<file path="src/rtl/universal_reg.sv">
// universal_reg
// General-purpose WIDTH-bit storage element for datapath exercises.
// Supports hold, parallel load, shift left/right, rotate left/right and
// count up/down. Also provides true and complemented outputs, the last
// shifted-out bit, and a terminal-count flag.
// Reset is asynchronous and has the highest priority. Set is synchronous
// and overrides every mode operation. Mode operations occur only while en
// is high.

module universal_reg #(
   parameter int               WIDTH       = 8,
   parameter logic [WIDTH-1:0] RESET_VALUE = '0,
   parameter logic [WIDTH-1:0] SET_VALUE   = '1
) (
   input  logic             clk,
   input  logic             reset,
   input  logic             set,
   input  logic             en,
   input  logic [2:0]       mode,
   input  logic [WIDTH-1:0] D,
   input  logic             sin,
   output logic [WIDTH-1:0] Q,
   output logic [WIDTH-1:0] Q_n,
   output logic             sout,
   output logic             tc
);

   // Operation encodings. They are given names so that the next-state and
   // tc logic read as intent instead of raw bit patterns.
   typedef enum logic [2:0] {
      MODE_HOLD   = 3'b000,
      MODE_LOAD   = 3'b001,
      MODE_SHL    = 3'b010,
      MODE_SHR    = 3'b011,
      MODE_ROL    = 3'b100,
      MODE_ROR    = 3'b101,
      MODE_CNT_UP = 3'b110,
      MODE_CNT_DN = 3'b111
   } mode_e;

   localparam logic [WIDTH-1:0] ONE = {{(WIDTH-1){1'b0}}, 1'b1};

   mode_e            modeSel;
   logic [WIDTH-1:0] value_q;
   logic [WIDTH-1:0] value_d;
   logic             sout_q;
   logic             sout_d;
   logic             tcFlag;

   assign modeSel = mode_e'(mode);

   // Next-state selection.
   // Set overrides everything. After set, en gates the mode operation.
   // Modes that do not move a bit out of the register leave sout alone.
   // Because of this, sout always reports the bit lost by the most recent
   // shift or rotate.
   always_comb begin
      value_d = value_q;
      sout_d  = sout_q;
      if (set) begin
         value_d = SET_VALUE;
         sout_d  = 1'b0;
      end else if (en) begin
         case (modeSel)
            MODE_HOLD: begin
               value_d = value_q;
            end
            MODE_LOAD: begin
               value_d = D;
            end
            MODE_SHL: begin
               value_d = {value_q[WIDTH-2:0], sin};
               sout_d  = value_q[WIDTH-1];
            end
            MODE_SHR: begin
               value_d = {sin, value_q[WIDTH-1:1]};
               sout_d  = value_q[0];
            end
            MODE_ROL: begin
               value_d = {value_q[WIDTH-2:0], value_q[WIDTH-1]};
               sout_d  = value_q[WIDTH-1];
            end
            MODE_ROR: begin
               value_d = {value_q[0], value_q[WIDTH-1:1]};
               sout_d  = value_q[0];
            end
            MODE_CNT_UP: begin
               value_d = value_q + ONE;
            end
            MODE_CNT_DN: begin
               value_d = value_q - ONE;
            end
            default: begin
               value_d = value_q;
            end
         endcase
      end
   end

   // State register.
   // Reset acts immediately and holds the register while asserted, so a
   // partially completed shift or count is discarded.
   always_ff @(posedge clk or posedge reset) begin
      if (reset) begin
         value_q <= RESET_VALUE;
         sout_q  <= 1'b0;
      end else begin
         value_q <= value_d;
         sout_q  <= sout_d;
      end
   end

   // Terminal count.
   // The flag looks at the selected count direction even when en is low.
   // A counter can therefore see tc before it issues the wrapping step.
   // The flag is held low while reset is asserted.
   always_comb begin
      tcFlag = 1'b0;
      if (!reset) begin
         case (modeSel)
            MODE_CNT_UP: tcFlag = &value_q;
            MODE_CNT_DN: tcFlag = ~|value_q;
            default:     tcFlag = 1'b0;
         endcase
      end
   end

   assign Q    = value_q;
   assign Q_n  = ~value_q;
   assign sout = sout_q;
   assign tc   = tcFlag;

endmodule

</file>
<file path="config.mk">
export PLATFORM = sky130hd
export DESIGN_NAME = universal_reg
export DESIGN_NICKNAME = d
export VERILOG_FILES = /design/src/rtl/universal_reg.sv
export SDC_FILE = /design/constraint.sdc
export NUM_CORES = 1
export LEC_CHECK = 0
export BUFFER_PORTS_ARGS = -buffer_cell sky130_fd_sc_hd__buf_4
export CORE_MARGIN = 2
export CORE_UTILIZATION = 40
export DETAILED_ROUTE_END_ITERATION = 10
export HOLD_SLACK_MARGIN = 0.03
export PLACE_DENSITY = 0.74
export SETUP_SLACK_MARGIN = 0.2
export SYNTH_ARGS = -nofsm -noshare
export SYNTH_HDL_FRONTEND = slang
export SYNTH_SLANG_ARGS = --single-unit
export TNS_END_PERCENT = 1
</file>
<file path="constraint.sdc">
create_clock -name clk -period 2.45 [get_ports clk]
set_clock_uncertainty 0.15 [all_clocks]
set_input_delay 0.245 -clock clk [delete_from_list [all_inputs] [get_ports clk]]
set_output_delay 0.245 -clock clk [all_outputs]
set_load 0.05 [all_outputs]
</file>
==> results of run 1 <==
## area by class of cell
type / instances / area share, %
Tap cell: 30 / 2.737
Inverter: 12 / 3.285
Clock buffer: 4 / 1.916
Timing Repair Buffer: 42 / 23.63
Sequential cell: 9 / 16.79
Multi-Input combinational cell: 106 / 51.64
## cell usage after synthesis, drive strengths merged, types with 4 or more instances
cell | number | area (µm²)
a211oi | 7 | 52.55
a21oi | 11 | 55.05
a2bb2oi | 4 | 35.03
buf | 5 | 43.79
dfrtp | 9 | 225.2
inv | 12 | 45.04
mux2i | 8 | 80.08
nand2 | 4 | 17.52
nand2b | 5 | 33.78
nor2 | 19 | 71.32
nor3 | 5 | 36.29
o21ai | 9 | 45.04
## worst reg2reg max path, cell delays in order (launching register included)
cell and delay, ps:
sky130_fd_sc_hd__dfrtp_2 410, sky130_fd_sc_hd__buf_4 170, sky130_fd_sc_hd__xnor2_1 140, sky130_fd_sc_hd__ha_2 210, sky130_fd_sc_hd__or4_4 430, sky130_fd_sc_hd__nand2b_1 160, sky130_fd_sc_hd__a21oi_1 130, sky130_fd_sc_hd__o311ai_1 100
sky130_fd_sc_hd__a22oi_1 150
## flip-flops by register name, indices dropped and copies added (netlist names)
| name | cells |
|---|---|
| Q | 8 |
| sout | 1 |
## per-layer routing
layer | vias to the layer above | wire length, µm | global-route usage [%]
met5 | - | 0 | 0
met4 | 0 | 63 | 10.16
met3 | 10 | 190 | 2.957
met2 | 54 | 1448 | 32.34
met1 | 562 | 1291 | 30.51
li1 | 571 | - | -
## kinds of logic (layout without fill, tap and decap cells)
family,Yosys count,in the layout,synth area share (%)
multiplexers,8,8,7.665
adder cells (fa/ha/maj),1,1,1.197
XOR/XNOR,2,2,1.677
buffers and inverters,20,58,12.45
AO/OA/AOI/OAI,45,45,28.62
flip-flops,9,9,21.56
AND/OR/NAND/NOR,50,50,26.83
## worst max-delay path by stage
stage	endpoint	slack, ps	cells past startpoint
2_1_floorplan	tc	190	5
3_3_place_gp	Q[6]$_DFFE_PP0P_	250	9
3_5_place_dp	Q[6]$_DFFE_PP0P_	130	9
4_1_cts	tc	210	5
5_1_grt	tc	200	5
6_report	tc	260	5
## per-stage QoR
stage / util, % / instance area [µm²]
after global routing: 55.35 / 1371
after CTS: 54.95 / 1361
after floorplan: - / 1064
after global placement: 51.62 / 1279
final: 55.35 / 1371
after detailed placement: 51.62 / 1279
## power breakdown
group | switching (mW) | internal (mW) | leakage (nW) | total (mW)
registers | 0.0242 | 0.163 | 0.0892 | 0.187
logic | 0.218 | 0.127 | 0.529 | 0.345
clock network | 0.0557 | 0.0628 | 0.0150 | 0.119
## what timing repair did
item                                    4_1_cts  5_1_grt
gates resized for setup                       3        1
endpoints found under the setup margin        1        2
pin swaps                                     3        2
hold buffers                                  2        0
buffers inserted                              4        1
endpoints found under the hold margin        10        0
==> metrics, run 1 <==
Initial Utilization 42.17%; number of warnings printed during yosys synthesis 0; register area 230.2 µm²; hold path endpoint Q[0]$_DFFE_PP0P_; Top Ports 34; number of antenna violations at the first check in global routing 0; number of storage elements in the synthesis netlist 9; relative max-transition margin 68.63%; number of max-slew violations in the final report 0; DRC Markers 0; unrepaired setup endpoints after global routing true; later-pin clock latency in the skew report 260 ps; number of global-route vias before repair 998; reg-to-reg setup timing slack 320 ps; startpoint-to-endpoint class of the critical path register to output port; final layout net count 191; gate count after technology mapping 135; GRT Util Overall 21.65%; worst r2r path cells 8; peak per-stage delay on the critical path 550 ps; setup TNS 0 ps; DIE WIDTH 55.11 µm; CP top delay family simple AND/OR/NAND/NOR gates; vias per inst 5.897; ys flop type sky130_fd_sc_hd__dfrtp_1; wire length of the first global-routing pass 4.705 mm; Reg2Reg Launch Point Q[1]$_DFFE_PP0P_; endpoint of the lowest-slack register-to-register path Q[6]$_DFFE_PP0P_; post-route minimum period 2193 ps; post-synth design cell area 1045 µm²; asr flop ratio synth 100.0%; area of the placeable core 2477 µm²; Critical Path RT 2060 ps; clock-pin slew on the worst setup and hold paths 70 ps; final global-route overflow total 0; placed cell count 192; final setup violation count 0; Netlist cell types 40; part of the Yosys area used for sequential elements 21.56%; type of origin of the critical path register; Slowest-stage cell, CP sky130_fd_sc_hd__or4_4; cell-by-cell listing of the critical path or4_4, nor3_4, nand3_2, a21oi_4, buf_6; total count of hold-check failures in the final report 0; number of buffers added on ports 33; Iteration-0 DRC Markers 50; via count of the routed design 1197; residual antenna-violating net count after detailed routing 0; endpoint kind of the worst setup timing path output port; TritonCTS clock tree done; maximum number of pins on one net before global-route repair 21; launch point of the worst path Q[1]$_DFFE_PP0P_; area taken by multi-input logic gates 708.2 µm²; Pleak 0.6335 nW; maximum buffer depth of the clock tree 2; placed wire-length estimate 2.172 mm; Net Count, Synth 152; maximum resistive drop on vdd 0.2859 mV; number of buffers and inverters on the critical path 1; WHS Path Cells 3; commonest cells after routing, fill and taps aside 39 x sky130_fd_sc_hd__buf_4, 19 x sky130_fd_sc_hd__nor2_1, 12 x sky130_fd_sc_hd__inv_1; achievable frequency 456.0 MHz; detailed-router iteration count before antenna repair 4; Final Routed Wirelength 2.994 mm; total number of H-tree levels 1; Std-Cell Rows 18; area of the die 3037 µm²; final antenna diode count 0; worst slack at placement 132.5 ps; result of the run completed; fill cell total of the finished layout 255; actual slew at the worst max-slew pin 468.8 ps; Period Utilization, post-route 89.51%; Clock Root Buffer sky130_fd_sc_hd__clkbuf_4; Sinks on Clock Net 9; vertical die dimension 55.11 µm; Non-Filler Instances 203; power density relative to cell area 474.1 nW/µm²; average wire per standard cell 14.75 µm; Num CTS Buffers 3; share of cells above drive strength 1 34.10%; worst hold margin 184.1 ps; crit path max fanout 2; mean instance size in the synthesized netlist 7.739 µm²; most common cell after layout, fill and taps aside sky130_fd_sc_hd__buf_4; overall power after layout 0.6502 mW; number of enable flip-flop cells after synthesis 0; weighted congestion at the end of routability-driven global placement 0.9177; synth-to-layout area growth 31.26%; class of the worst hold path input port to register; number of violations of the max-capacitance limit 0; Crit path arrival time 1800 ps; Hold Crit Start D[0]; worst-case setup margin in the final layout 257.0 ps
Note: power is estimated with default switching activity, not from simulation.
==> run 2, diff against run 1 <==
Settings changed: BUFFER_PORTS_ARGS -buffer_cell sky130_fd_sc_hd__buf_4 to -buffer_cell sky130_fd_sc_hd__buf_2, GPL_ROUTABILITY_DRIVEN set to 0.
Clock period 2.45 ns to 2.3 ns, I/O delays scaled along.
==> metrics, run 2 (synthesis results as in run 1) <==
achievable frequency 465.0 MHz; worst slack at placement 204.4 ps (+71.95 ps); Top Ports 34 (unchanged); CP top delay family simple AND/OR/NAND/NOR gates; final antenna diode count 0 (unchanged); cell-by-cell listing of the critical path or4_4, nor3_4, nand3_2, a21oi_4, buf_6; relative max-transition margin 66.12% (-2.5 points); clock-pin slew on the worst setup and hold paths 70 ps (about the same); residual antenna-violating net count after detailed routing 0 (unchanged); later-pin clock latency in the skew report 270 ps (about the same); maximum buffer depth of the clock tree 2 (unchanged); Initial Utilization 42.17% (unchanged); setup TNS 0 ps (unchanged); Period Utilization, post-route 93.50%; total count of hold-check failures in the final report 0 (unchanged); worst-case setup margin in the final layout 149.6 ps (-107.4 ps); wire length of the first global-routing pass 4.933 mm (+4.8%); DIE WIDTH 55.11 µm (unchanged); actual slew at the worst max-slew pin 506.3 ps (+37.51 ps); Pleak 0.6325 nW (-0.15%); result of the run completed; vertical die dimension 55.11 µm (unchanged); GRT Util Overall 23.04% (+1.4 points); worst r2r path cells 8 (unchanged); Non-Filler Instances 209 (+3.0%); peak per-stage delay on the critical path 540 ps (about the same); placed wire-length estimate 2.175 mm (+0.15%); final global-route overflow total 0 (unchanged); Sinks on Clock Net 9 (unchanged); Num CTS Buffers 3 (unchanged); number of buffers and inverters on the critical path 1 (unchanged); synth-to-layout area growth 28.02%; TritonCTS clock tree done; total number of H-tree levels 1 (unchanged); class of the worst hold path input port to register; fin area 1338 µm² (-2.5%); average wire per standard cell 14.30 µm (-3.0%); WHS Path Cells 3 (unchanged); number of antenna violations at the first check in global routing 0 (unchanged); number of buffers added on ports 33 (unchanged); number of global-route vias before repair 1051 (+5.3%); via count of the routed design 1200 (+0.25%); number of cells on the critical path 5 (unchanged); placed cell count 198 (+3.1%); unrepaired setup endpoints after global routing true; share of cells above drive strength 1 35.75% (+1.7 points); startpoint-to-endpoint class of the critical path register to output port; Clock Root Buffer sky130_fd_sc_hd__clkbuf_4; final layout net count 197 (+3.1%); Final Core Density 53.99% (-1.4 points); Crit path arrival time 1770 ps (-30 ps); dpl cell area 1241 µm² (-2.9%); final setup violation count 0 (unchanged); vias per inst 5.742 (-2.6%); Final Routed Wirelength 2.989 mm (-0.17%); number of violations of the max-capacitance limit 0 (unchanged); endpoint kind of the worst setup timing path output port; area of the die 3037 µm² (unchanged); fill cell total of the finished layout 242 (-5.1%); power density relative to cell area 512.2 nW/µm² (+8.0%); Slowest-stage cell, CP sky130_fd_sc_hd__or4_4; reg-to-reg setup timing slack 190 ps (-130 ps); Std-Cell Rows 18 (unchanged); most common cell after layout, fill and taps aside sky130_fd_sc_hd__buf_2; post-route minimum period 2150 ps; maximum number of pins on one net before global-route repair 21 (unchanged); maximum resistive drop on vdd 0.2441 mV (-15%); Largest register FFs 8 (unchanged); number of max-slew violations in the final report 0 (unchanged); area of the placeable core 2477 µm² (unchanged); DRC Markers 0 (unchanged); detailed-router iteration count before antenna repair 4 (unchanged); Iteration-0 DRC Markers 65 (+30%); crit path max fanout 2 (unchanged); commonest cells after routing, fill and taps aside 32 x sky130_fd_sc_hd__buf_2, 19 x sky130_fd_sc_hd__nor2_1, 13 x sky130_fd_sc_hd__buf_4; Critical Path RT 1920 ps (-140 ps); type of origin of the critical path register
[run 2: through the flow]
| stage | hold WS (ps) | power [mW] |
|---|---|---|
| global route | 215.3 | 0.7356 |
| detailed placement | 106.1 | 0.5373 |
| floorplan | -92.22 | 0.4579 |
| global placement | 100.8 | 0.5320 |
| finish | 181.4 | 0.6851 |
| CTS | 179.3 | 0.6793 |
[run 2: routing by layer]
layer / part of all wire (%) / vias up / GRT usage (%)
met4: 2.8 / 0 / 11.38
met5: 0 / - / 0
met2: 47 / 75 / 35.32
met3: 7.8 / 11 / 3.226
li1: - / 583 / -
met1: 43 / 531 / 31.43
[run 2: path summary, 6_finish.rpt]
check | startpoint | end
max | Q[2]$_DFFE_PP0P_ | tc
min | D[0] | Q[0]$_DFFE_PP0P_
min in group asynchronous | reset | Q[4]$_DFFE_PP0P_
max reg2reg | Q[1]$_DFFE_PP0P_ | Q[6]$_DFFE_PP0P_
min reg2reg | sout$_DFFE_PP0P_ | sout$_DFFE_PP0P_
max in group asynchronous | reset | Q[2]$_DFFE_PP0P_
[run 2: repair_timing]
item / CTS / global route
hold buffers: 2 / 0
endpoints found under the hold margin: 10 / 0
endpoints found under the setup margin: 2 / 4
buffers inserted: 5 / 0
pin swaps: 4 / 2
gates resized for setup: 2 / 2
[run 2: layout make-up]
| cell class | instances | area, µm² | share of cell area, % |
|---|---|---|---|
| Clock buffer | 4 | 26.28 | 1.964 |
| Timing Repair Buffer | 48 | 289.0 | 21.61 |
| Tap cell | 30 | 37.54 | 2.806 |
| Inverter | 12 | 45.04 | 3.368 |
| Sequential cell | 9 | 227.7 | 17.03 |
| Multi-Input combinational cell | 106 | 711.9 | 53.23 |
[run 2: where the power goes]
part / internal (mW) / switching [mW]
combinational: 0.125 / 0.242
clock: 0.0672 / 0.0630
sequential: 0.173 / 0.0152
total: 0.365 / 0.321
[run 2: worst min-delay path: stages]
cell and delay, ps:
sky130_fd_sc_hd__buf_2 80, sky130_fd_sc_hd__a2111oi_0 90, sky130_fd_sc_hd__a31oi_1 160
==> run 3, diff against run 2 <==
Settings changed: CELL_PAD_IN_SITES_DETAIL_PLACEMENT set to 2, CELL_PAD_IN_SITES_GLOBAL_PLACEMENT set to 2, CORE_UTILIZATION 40 to 28, PLACE_DENSITY 0.74 to 0.89.
==> metrics, run 3 (synthesis results as in run 1) <==
Initial Utilization 28.75% (-13 points); peak per-stage delay on the critical path 530 ps (about the same); final antenna diode count 0 (unchanged); setup TNS 0 ps (unchanged); CP top delay family simple AND/OR/NAND/NOR gates; later-pin clock latency in the skew report 250 ps (-20 ps); final setup violation count 0 (unchanged); placed wire-length estimate 3.164 mm (+45%); clock-pin slew on the worst setup and hold paths 60 ps (about the same); residual antenna-violating net count after detailed routing 0 (unchanged); Period Utilization, post-route 93.45% (about the same); Slowest-stage cell, CP sky130_fd_sc_hd__or4_4; area of the die 4236 µm² (+40%); endpoint kind of the worst setup timing path output port; Pleak 0.6419 nW (+1.5%); average wire per standard cell 20.21 µm (+41%); Reg2Reg Launch Point Q[1]$_DFFE_PP0P_; vertical die dimension 65.09 µm (+18%); Final Routed Wirelength 4.588 mm (+53%); class of the worst hold path input port to register; number of global-route vias before repair 1388 (+32%); Final Core Density 37.95% (-16 points); Critical Path RT 1920 ps (about the same); DRC Markers 0 (unchanged); number of max-slew violations in the final report 0 (unchanged); endpoint of the lowest-slack register-to-register path Q[4]$_DFFE_PP0P_; worst r2r path cells 6 (-2); most common cell after layout, fill and taps aside sky130_fd_sc_hd__buf_2; WHS Path Cells 2 (-1); number of cells on the critical path 5 (unchanged); DIE WIDTH 65.09 µm (+18%); number of buffers added on ports 33 (unchanged); Iteration-0 DRC Markers 33 (-49%); reg-to-reg setup timing slack 240 ps (+50 ps); detailed-router iteration count before antenna repair 4 (unchanged); achievable frequency 465.3 MHz (about the same); post-route minimum period 2149 ps (-1.074 ps); actual slew at the worst max-slew pin 590.6 ps (+84.28 ps); total count of hold-check failures in the final report 0 (unchanged); maximum number of pins on one net before global-route repair 21 (unchanged); share of cells above drive strength 1 36.87% (+1.1 points); relative max-transition margin 60.48% (-5.6 points); Crit path arrival time 1770 ps (about the same); crit path max fanout 3 (+1); synth-to-layout area growth 31.98%; cell-by-cell listing of the critical path or4_4, nor3_4, nand3_2, a21oi_4, buf_6; final global-route overflow total 0 (unchanged); via count of the routed design 1256 (+4.7%); area of the placeable core 3633 µm² (+47%); GRT Util Overall 23.85% (+0.81 points); wire length of the first global-routing pass 7.465 mm (+51%); type of origin of the critical path register; maximum buffer depth of the clock tree 2 (unchanged); launch point of the worst path Q[2]$_DFFE_PP0P_; unrepaired setup endpoints after global routing true; final layout net count 197 (unchanged); commonest cells after routing, fill and taps aside 32 x sky130_fd_sc_hd__buf_2, 19 x sky130_fd_sc_hd__nor2_1, 14 x sky130_fd_sc_hd__buf_4; maximum resistive drop on vdd 0.1583 mV (-35%); hold path endpoint sout$_DFFE_PP0P_; number of violations of the max-capacitance limit 0 (unchanged); result of the run completed; Clock Root Buffer sky130_fd_sc_hd__clkbuf_8; power density relative to cell area 578.6 nW/µm² (+13%); Std-Cell Rows 22 (+4); Hold Crit Start set; Sinks on Clock Net 9 (unchanged); startpoint-to-endpoint class of the critical path register to output port; TritonCTS clock tree done; vias per inst 5.533 (-3.6%); Top Ports 34 (unchanged); number of buffers and inverters on the critical path 1 (unchanged); total number of H-tree levels 1 (unchanged); Largest register FFs 8 (unchanged); Num CTS Buffers 3 (unchanged); number of antenna violations at the first check in global routing 0 (unchanged)
==> run 3: layout make-up <==
type / count / area [µm²]
multi-input combinational: 106 / 713.2
timing repair buffer: 48 / 286.5
clock buffer: 4 / 45.04
tap: 48 / 60.06
sequential: 9 / 229.0
fill: 450 / 2255
inverter: 12 / 45.04
==> run 3: per-stage QoR <==
step	instance area (µm²)	std cells	hold WS (ps)	power, mW	setup WS (ps)
2_1_floorplan	1064	135	-92.22	0.4579	58.33
3_3_place_gp	1256	215	121.1	0.5388	199.7
3_5_place_dp	1256	215	137.5	0.5558	151.6
4_1_cts	1356	225	39.41	0.7773	109.9
5_1_grt	1379	227	65.23	0.8310	99.25
6_report	1379	227	40.08	0.7978	150.7
==> run 3: metal layers <==
layer | share of wire (%) | track usage [%]
met3 | 3.6 | 3.472
met5 | 0 | 0
met1 | 43 | 28.84
met2 | 51 | 41.75
met4 | 2.7 | 10.42
==> run 3: timing repair <==
item,in CTS,in global routing
resized for setup,3,2
setup endpoints to repair,3,4
buffers inserted,5,2
hold buffers,1,0
hold endpoints to repair,9,0
pin swaps,4,4
==> run 3: where the power goes <==
group	internal (mW)	leakage, nW	switching (mW)	total (mW)
clock	0.123	0.0228	0.0902	0.213
sequential	0.173	0.0897	0.0187	0.192
combinational	0.126	0.530	0.267	0.392
==> run 3: worst max path at each step <==
stage | endpoint | slack [ps]
CTS | tc | 110
detailed placement | Q[6]$_DFFE_PP0P_ | 150
floorplan | tc | 60
global placement | tc | 200
finish | tc | 150
global route | tc | 100
